$ cat src/rtl/mem_arbiter.sv
// mem_arbiter: round-robin arbiter giving N_CORES cores shared access to one
// single-port synchronous RAM. One transfer at a time:
//   IDLE -> ACCESS -> (read) CAPTURE -> DONE -> IDLE
//   IDLE -> ACCESS -> (write)           DONE -> IDLE
// All outputs are registered.
//
// Ports
//   clk, rst_n        clock, async active-low reset
//   req/we [N]        per-core request level and write enable
//   addr/din          per-core address / write data, core i at [i*W +: W]
//   ack [N]           one-cycle completion pulse to the served core (DONE)
//   rdata             read data of the most recent completed read
//   busy              high whenever the FSM is not in IDLE
//   mem_we/addr/din   RAM request side; mem_dout RAM registered read data
module mem_arbiter #(
  parameter int Data_width = 16,
  parameter int Addr_width = 12,
  parameter int N_CORES    = 8
) (
  input  logic                           clk,
  input  logic                           rst_n,
  input  logic [N_CORES-1:0]             req,
  input  logic [N_CORES-1:0]             we,
  input  logic [N_CORES*Addr_width-1:0]  addr,
  input  logic [N_CORES*Data_width-1:0]  din,
  output logic [N_CORES-1:0]             ack,
  output logic [Data_width-1:0]          rdata,
  output logic                           busy,
  output logic                           mem_we,
  output logic [Addr_width-1:0]          mem_addr,
  output logic [Data_width-1:0]          mem_din,
  input  logic [Data_width-1:0]          mem_dout
);

  localparam int GW = $clog2(N_CORES);
  localparam logic [N_CORES-1:0] ONE = N_CORES'(1);

  typedef enum logic [1:0] {IDLE, ACCESS, CAPTURE, DONE} state_t;

  state_t        state, state_nxt;
  logic [GW-1:0] ptr, gnt, g_sel;

  // Round-robin pick: first requester at or after ptr, wrapping. Scanning the
  // offsets from high to low lets the smallest offset win.
  always_comb begin
    int idx;
    g_sel = '0;
    for (int k = N_CORES - 1; k >= 0; k--) begin
      idx = int'(ptr) + k;
      if (idx >= N_CORES) idx = idx - N_CORES;
      if (req[idx]) g_sel = GW'(idx);
    end
  end

  // Next state. During ACCESS mem_we still holds the latched write enable,
  // so it doubles as the read/write flag for the transfer.
  always_comb begin
    state_nxt = state;
    case (state)
      IDLE:    if (|req) state_nxt = ACCESS;
      ACCESS:  state_nxt = mem_we ? DONE : CAPTURE;
      CAPTURE: state_nxt = DONE;
      DONE:    state_nxt = IDLE;
      default: state_nxt = IDLE;
    endcase
  end

  always_ff @(posedge clk or negedge rst_n) begin
    if (!rst_n) begin
      state    <= IDLE;
      ptr      <= '0;
      gnt      <= '0;
      ack      <= '0;
      busy     <= 1'b0;
      mem_we   <= 1'b0;
      mem_addr <= '0;
      mem_din  <= '0;
      rdata    <= '0;
    end else begin
      state <= state_nxt;
      busy  <= (state_nxt != IDLE);
      ack   <= '0;  // ack is a single-cycle pulse, raised on the edge into DONE
      case (state)
        IDLE: begin
          // With no request the memory-side registers simply hold.
          if (|req) begin
            gnt      <= g_sel;
            ptr      <= (int'(g_sel) == N_CORES - 1) ? '0 : g_sel + 1'b1;
            mem_addr <= addr[int'(g_sel)*Addr_width +: Addr_width];
            mem_din  <= din[int'(g_sel)*Data_width +: Data_width];
            mem_we   <= we[g_sel];
          end
        end
        ACCESS: begin
          // RAM samples the transfer on this edge; write strobe lasts one cycle.
          mem_we <= 1'b0;
          if (mem_we) ack <= ONE << gnt;
        end
        CAPTURE: begin
          rdata <= mem_dout;
          ack   <= ONE << gnt;
        end
        default: ;
      endcase
    end
  end

endmodule

$ cat config.mk
export PLATFORM = sky130hd
export DESIGN_NAME = mem_arbiter
export DESIGN_NICKNAME = d
export VERILOG_FILES = /design/src/rtl/mem_arbiter.sv
export SDC_FILE = /design/constraint.sdc
export NUM_CORES = 1
export LEC_CHECK = 0
export CORE_AREA = 2 2 120 122
export CTS_BUF_LIST = sky130_fd_sc_hd__clkbuf_2 sky130_fd_sc_hd__clkbuf_4 sky130_fd_sc_hd__clkbuf_8
export DETAILED_ROUTE_END_ITERATION = 12
export DIE_AREA = 0 0 122 124
export GPL_TIMING_DRIVEN = 0
export PLACE_DENSITY = 0.78
export SETUP_SLACK_MARGIN = 0.05
export SLEW_MARGIN = 5
export SYNTH_ARGS = -nofsm -noshare
export SYNTH_HDL_FRONTEND = slang
export SYNTH_SLANG_ARGS = --single-unit
$ cat constraint.sdc
create_clock -name clk -period 5.05 [get_ports clk]
set_input_delay 0.505 -clock clk [delete_from_list [all_inputs] [get_ports clk]]
set_output_delay 0.505 -clock clk [all_outputs]
set_load 0.02 [all_outputs]
==> results_dict.tcl, run 1 <==
set metrics [dict create \
    post_cts_buffers 0 \
    cp-start-kind "flop" \
    worst-r2r-cell-count 12 \
    fin_worst_skew_ps 12.0 \
    io-pin-count 312 \
    cts_sinks 62 \
    rows 43 \
    rsz0062_at_grt "false" \
    p_total_w 0.00673 \
    h-tree-depth 3 \
    wl_per_cell_um 22.9 \
    postCtsHoldBufs 0 \
    endpoint_kind "flop" \
    core_area_um2 13700 \
    yosys_warnings 0 \
    clk_pin_slew_ps 80 \
    numPortBuffers 311 \
    vias 5085 \
    avgViaCountPerCell 5.60 \
    grt_pass1_vias 5272 \
    fin_crit_ps 4420 \
    drtIter0Drc 279 \
    synth_nets 664 \
    met2_length_um 10900 \
    cts-root-buf "clkbuf_8" \
    fmax_mhz 226 \
    die_h_um 124 \
    cts_resized 0 \
    drcViolationCount 0 \
    status "complete, no violations" \
    hold_path.class "primary input to asynchronous set/reset pin" \
    wl_met3_um 1610 \
    clockBufferDepth 2 \
    cts_buffers 9 \
    mostFrequentLayoutCells "clkdlybuf4s50_1, dfrtp_1, mux2i_1" \
    slew_headroom_pct 46.9 \
    fill_cells 1109 \
    syn_area_um2 4860 \
    initial_utilization_pct 35.4 \
    synth_enable_flop_cells 0 \
    antenna_left 0 \
    cp_max_fo 10 \
    yosysUniqueCellTypes 58 \
    syn_avg_cell_area_um2 12.2 \
    drt-total-wl_um 20800 \
    top_layer "met4" \
    finalSetupViolations 0 \
    clk_latency_ps 330 \
    gp_congestion 0.886 \
    grt_overflow_total 0 \
    synthCells 399 \
    antenna_found_initial 2 \
    fp.dieW_um 122 \
    irDropWorstVdd_mv 0.445 \
    r2r_start "ptr[1]" \
    tightest_slew_ps 797 \
    worst_ep_arrival_time_ps 4670 \
    synth_ff_type "dfrtp_1" \
    first_pass_iters 5 \
    grt_usage_pct 26.3 \
    setup.worst_path.class "flop to flop" \
    setup_tns_ps 0 \
    power.leakage_nw 3.34 \
    reg2reg_slack_ps 630 \
    cts_tree "yes" \
    hold_viol 0 \
    place_hpwl_um 17000 \
    power_density_nw_per_um2 800 \
    ys_ff_latch 62 \
    async_flop_share_pct 100 \
    fin_crit_sh_pct 87.6 \
    dieArea_um2 15100 \
    grt_max_degree 63 \
    areaGrowthSynthToFinish_pct 73.2 \
    grt_first_pass_wirelength_um 29400 \
    drive_above_1_share_pct 14.9 \
    layout_commonest_cell "clkdlybuf4s50_1" \
    required_ps 5300 \
    seq_area_frac_synth_pct 31.9 \
    drv_slew 0 \
    r2r-end "mem_addr[5]" \
    drv_cap 0 \
    met1_length_um 7760 \
    num-nets-final 986 \
]
## metal layers
layer  track usage, %  up-vias
met3             5.91       36
met1             31.4     2492
li1                 -     2269
met2             46.5      288
met5                0        -
met4             9.70        0
## flip-flops by register name, summed over array words and instances (netlist names)
signal,flops
ack,8
ptr,3
rdata,16
state,2
busy,1
mem_din,16
mem_addr,12
gnt,3
mem_we,1
## cell usage after synthesis, drive strengths merged, types with 2 or more instances
cell type	number	area (um^2)
nor4	2	12.5
inv	7	26.3
xnor2	4	35.0
xor2	3	26.3
a2111oi	3	32.5
o211ai	5	37.5
buf	21	180
and3	2	12.5
nand2	17	63.8
o21ai	8	51.3
nor2	18	70.1
o31a	2	17.5
a31oi	4	25.0
nand3	2	10.0
and2	3	18.8
a21oi	4	20.0
mux2i	62	628
nor2b	3	18.8
dfrtp	62	1550
nand2b	5	31.3
a22oi	31	253
or3	3	18.8
clkbuf	10	37.5
a211oi	2	15.0
mux4	38	871
a22o	3	26.3
o221ai	26	253
ha	7	87.6
mux2	22	251
nor3	4	20.0
## where the power goes
part           internal [W]  switching, W  leakage [nW]
combinational       0.00259       0.00277          2.46
clock              0.000283      0.000210         0.110
sequential         0.000743      0.000138         0.762
## final cells by class
class	instances	area [um^2]	area share, %
Inverter	7	26.3	0.312
Buffer	31	218	2.59
Tap cell	180	225	2.68
Antenna cell	2	5.00	0.0595
Sequential cell	62	1550	18.4
Multi-Input combinational cell	299	3060	36.4
Clock inverter	6	86.3	1.03
Timing Repair Buffer	311	3110	37.0
Clock buffer	10	131	1.56
## worst max path at each step
| stage | to | slack [ps] | start |
|---|---|---|---|
| 2_1_floorplan | mem_addr[10] | 1400 | ptr[0] |
| 3_3_place_gp | mem_addr[5] | 760 | ptr[1] |
| 6_report | mem_addr[5] | 630 | ptr[1] |
| 3_5_place_dp | mem_din[3] | 660 | ptr[0] |
| 4_1_cts | mem_addr[5] | 640 | ptr[1] |
| 5_1_grt | mem_din[9] | 360 | ptr[1] |
## logic make-up (layout without fill, tap and decap cells)
group / count (synthesis) / in the layout / share of synthesized area [%]
multiplexers: 122 / 122 / 36.0
AO/OA/AOI/OAI: 99 / 99 / 17.4
AND/OR/NAND/NOR: 64 / 64 / 6.54
flip-flops: 62 / 62 / 31.9
buffers and inverters: 38 / 365 / 5.02
adder cells (fa/ha/maj): 7 / 7 / 1.80
XOR/XNOR: 7 / 7 / 1.26
other: 0 / 2 / 0
## per-stage QoR
stage	setup WS [ps]	instances	area (um^2)	util [%]	hold WS, ps
CTS	642	906	8410	61.3	272
detailed placement	659	890	8200	59.7	494
global route	365	908	8420	61.4	296
finish	627	908	8420	61.4	237
global placement	761	890	8200	59.8	490
floorplan	1400	399	4860	-	209
## worst max-delay path, stage by stage, from the launching register on
cell	delay (ps)
dfrtp_1	500
buf_6	200
inv_1	90
ha_1	280
clkbuf_1	370
mux4_2	450
a22o_1	250
o21a_1	220
a211o_1	320
a21oi_1	630
nand2_1	320
buf_1	400
o221ai_2	290
Note: power is estimated with default switching activity, not from simulation.
==> run 2, diff against run 1 <==
--- a/config.mk
+++ b/config.mk
@@ -5,12 +5,14 @@
 export SDC_FILE = /design/constraint.sdc
 export NUM_CORES = 1
 export LEC_CHECK = 0
-export CORE_AREA = 2 2 120 122
+export CAP_MARGIN = 10
+export CORE_AREA = 2 2 123 125
 export CTS_BUF_LIST = sky130_fd_sc_hd__clkbuf_2 sky130_fd_sc_hd__clkbuf_4 sky130_fd_sc_hd__clkbuf_8
 export DETAILED_ROUTE_END_ITERATION = 12
-export DIE_AREA = 0 0 122 124
+export DIE_AREA = 0 0 125 127
+export DONT_BUFFER_PORTS = 1
 export GPL_TIMING_DRIVEN = 0
-export PLACE_DENSITY = 0.78
+export PLACE_DENSITY = 0.59
 export SETUP_SLACK_MARGIN = 0.05
 export SLEW_MARGIN = 5
 export SYNTH_ARGS = -nofsm -noshare
==> run 2 against run 1 <==
Effect of this change:
- register-to-register slack got worse by 170 ps
- clock power rose by 11%
- hold slack got worse by 230 ps
- total power fell by 7.7%
- sequential power rose by 33%
- worst setup slack got worse by 170 ps
- critical path type unchanged
- critical endpoint is now mem_din[1]
- largest cell class is now multi-input combinational cells
==> results_dict.tcl, run 2 (same netlist as run 1, synthesis figures left out) <==
set metrics [dict create \
    mostFrequentLayoutCells "dfrtp_1, mux2i_1, mux4_2" \
    grt_usage_pct 21.3 \
    cts_sinks 62 \
    grt_pass1_vias 3993 \
    fin_area_um2 5360 \
    tightest_slew_ps 864 \
    slowest_delay_ps 700 \
    cts_buffers 9 \
    die_h_um 127 \
    crit_chain "buf_6, buf_8, inv_1, ha_1, clkbuf_1, mux4_2, a22o_1, o21a_1, a211o_1, a21oi_1, nand2_1, buf_1, o221ai_1" \
    post_cts_buffers 0 \
    required_ps 5320 \
    drt-total-wl_um 17600 \
    slew_headroom_pct 42.4 \
    drtIter0Drc 244 \
    areaGrowthSynthToFinish_pct 10.3 \
    top_regs "mem_din x16, rdata x16, mem_addr x12" \
    drive_above_1_share_pct 26.0 \
    drv_cap 0 \
    cp-start-kind "flop" \
    cp_max_fo 10 \
    drv_slew 0 \
    cts_resized 0 \
    dieArea_um2 15900 \
    setup_tns_ps 0 \
    antenna_found_initial 1 \
    avgViaCountPerCell 6.42 \
    status "complete, no violations" \
    place_hpwl_um 14100 \
    hold_viol 0 \
    fin_worst_skew_ps 8.06 \
    finalSetupViolations 0 \
    clk_latency_ps 370 \
    io-pin-count 312 \
    antenna_left 0 \
    vias 3859 \
    fin_crit_sh_pct 90.9 \
    critical_path.top_delay_family "compound AO/OA/AOI/OAI gates" \
    drcViolationCount 0 \
    power.leakage_nw 2.15 \
    place_inst 583 \
    fin_crit_ps 4590 \
    fp.dieW_um 125 \
    wl_per_cell_um 29.3 \
    clk_pin_slew_ps 70 \
    placed_area_um2 5090 \
    endpoint_kind "flop" \
    rows 44 \
    p_total_w 0.00622 \
    cp_slowest_cell "a21oi_1" \
    gp_congestion 0.872 \
    core_area_um2 14400 \
    hold_path.class "primary input to asynchronous set/reset pin" \
    first_pass_iters 5 \
    power_density_nw_per_um2 1160 \
    layout_commonest_cell "dfrtp_1" \
    stdcell_count 601 \
    rsz0062_at_grt "false" \
    num-nets-final 676 \
    path_buf_inv 5 \
    clockBufferDepth 2 \
    grt_overflow_total 0 \
    cts_tree "yes" \
    grt_first_pass_wirelength_um 25100 \
    irDropWorstVdd_mv 0.775 \
    numPortBuffers 0 \
    h-tree-depth 3 \
    grt_max_degree 63 \
    initial_utilization_pct 33.7 \
    setup.worst_path.class "flop to flop" \
    cts-root-buf "clkbuf_8" \
    fmax_mhz 218 \
    worst_ep_arrival_time_ps 4860 \
]
==> run 2: repair_timing <==
action,in CTS,in global routing
setup endpoints to repair,0,0
endpoints found under the hold margin,62,0
hold buffers,1,0
==> run 2: routing by layer <==
metal	vias up	GRT usage (%)	wire [um]
met3	25	4.82	1200
met1	1929	26.8	6930
met5	-	0	0
met4	0	7.06	419
li1	1648	-	-
met2	257	36.5	9050
==> run 2: final cells by class <==
class	count	area [um^2]
antenna	1	2.50
timing repair buffer	1	27.5
inverter	7	26.3
buffer	31	218
multi-input combinational	299	3060
fill	1430	9060
sequential	62	1550
tap	184	230
clock buffer	10	131
clock inverter	6	109
==> run 2: power breakdown <==
| part | internal [W] | total, W | switching [W] |
|---|---|---|---|
| clock | 0.000333 | 0.000548 | 0.000215 |
| combinational | 0.00211 | 0.00450 | 0.00239 |
| sequential | 0.000741 | 0.00117 | 0.000428 |
| total | 0.00318 | 0.00622 | 0.00304 |
==> run 2: metrics by stage <==
stage / utilization, % / setup slack (ps) / hold slack, ps
after floorplan: - / 1400 / 209
final: 37.2 / 460 / 8.77
after global placement: 35.3 / 388 / 211
after detailed placement: 35.3 / 460 / 211
after global routing: 37.2 / 176 / 13.9
after CTS: 37.1 / 437 / 2.88
==> run 2: final timing paths <==
check | startpoint | end | slack, ps | depth (start not counted)
max reg2reg | ptr[0] | mem_din[1] | 460 | 13
max | ptr[0] | mem_din[1] | 460 | 13
max in group asynchronous | rst_n | mem_addr[10] | 4770 | 1
min in group clk | mem_dout[12] | rdata[12] | 290 | 1
min reg2reg | gnt[2] | gnt[2] | 520 | 2
min | rst_n | mem_we | 9 | 1
==> run 3, diff against run 2 <==
--- a/config.mk
+++ b/config.mk
@@ -5,6 +5,7 @@
 export SDC_FILE = /design/constraint.sdc
 export NUM_CORES = 1
 export LEC_CHECK = 0
+export ABC_CLOCK_PERIOD_IN_PS = 5050
 export CAP_MARGIN = 10
 export CORE_AREA = 2 2 123 125
 export CTS_BUF_LIST = sky130_fd_sc_hd__clkbuf_2 sky130_fd_sc_hd__clkbuf_4 sky130_fd_sc_hd__clkbuf_8
==> results of run 3 <==
Same layout as run 2: the final DEF is identical, and so are final timing and power.
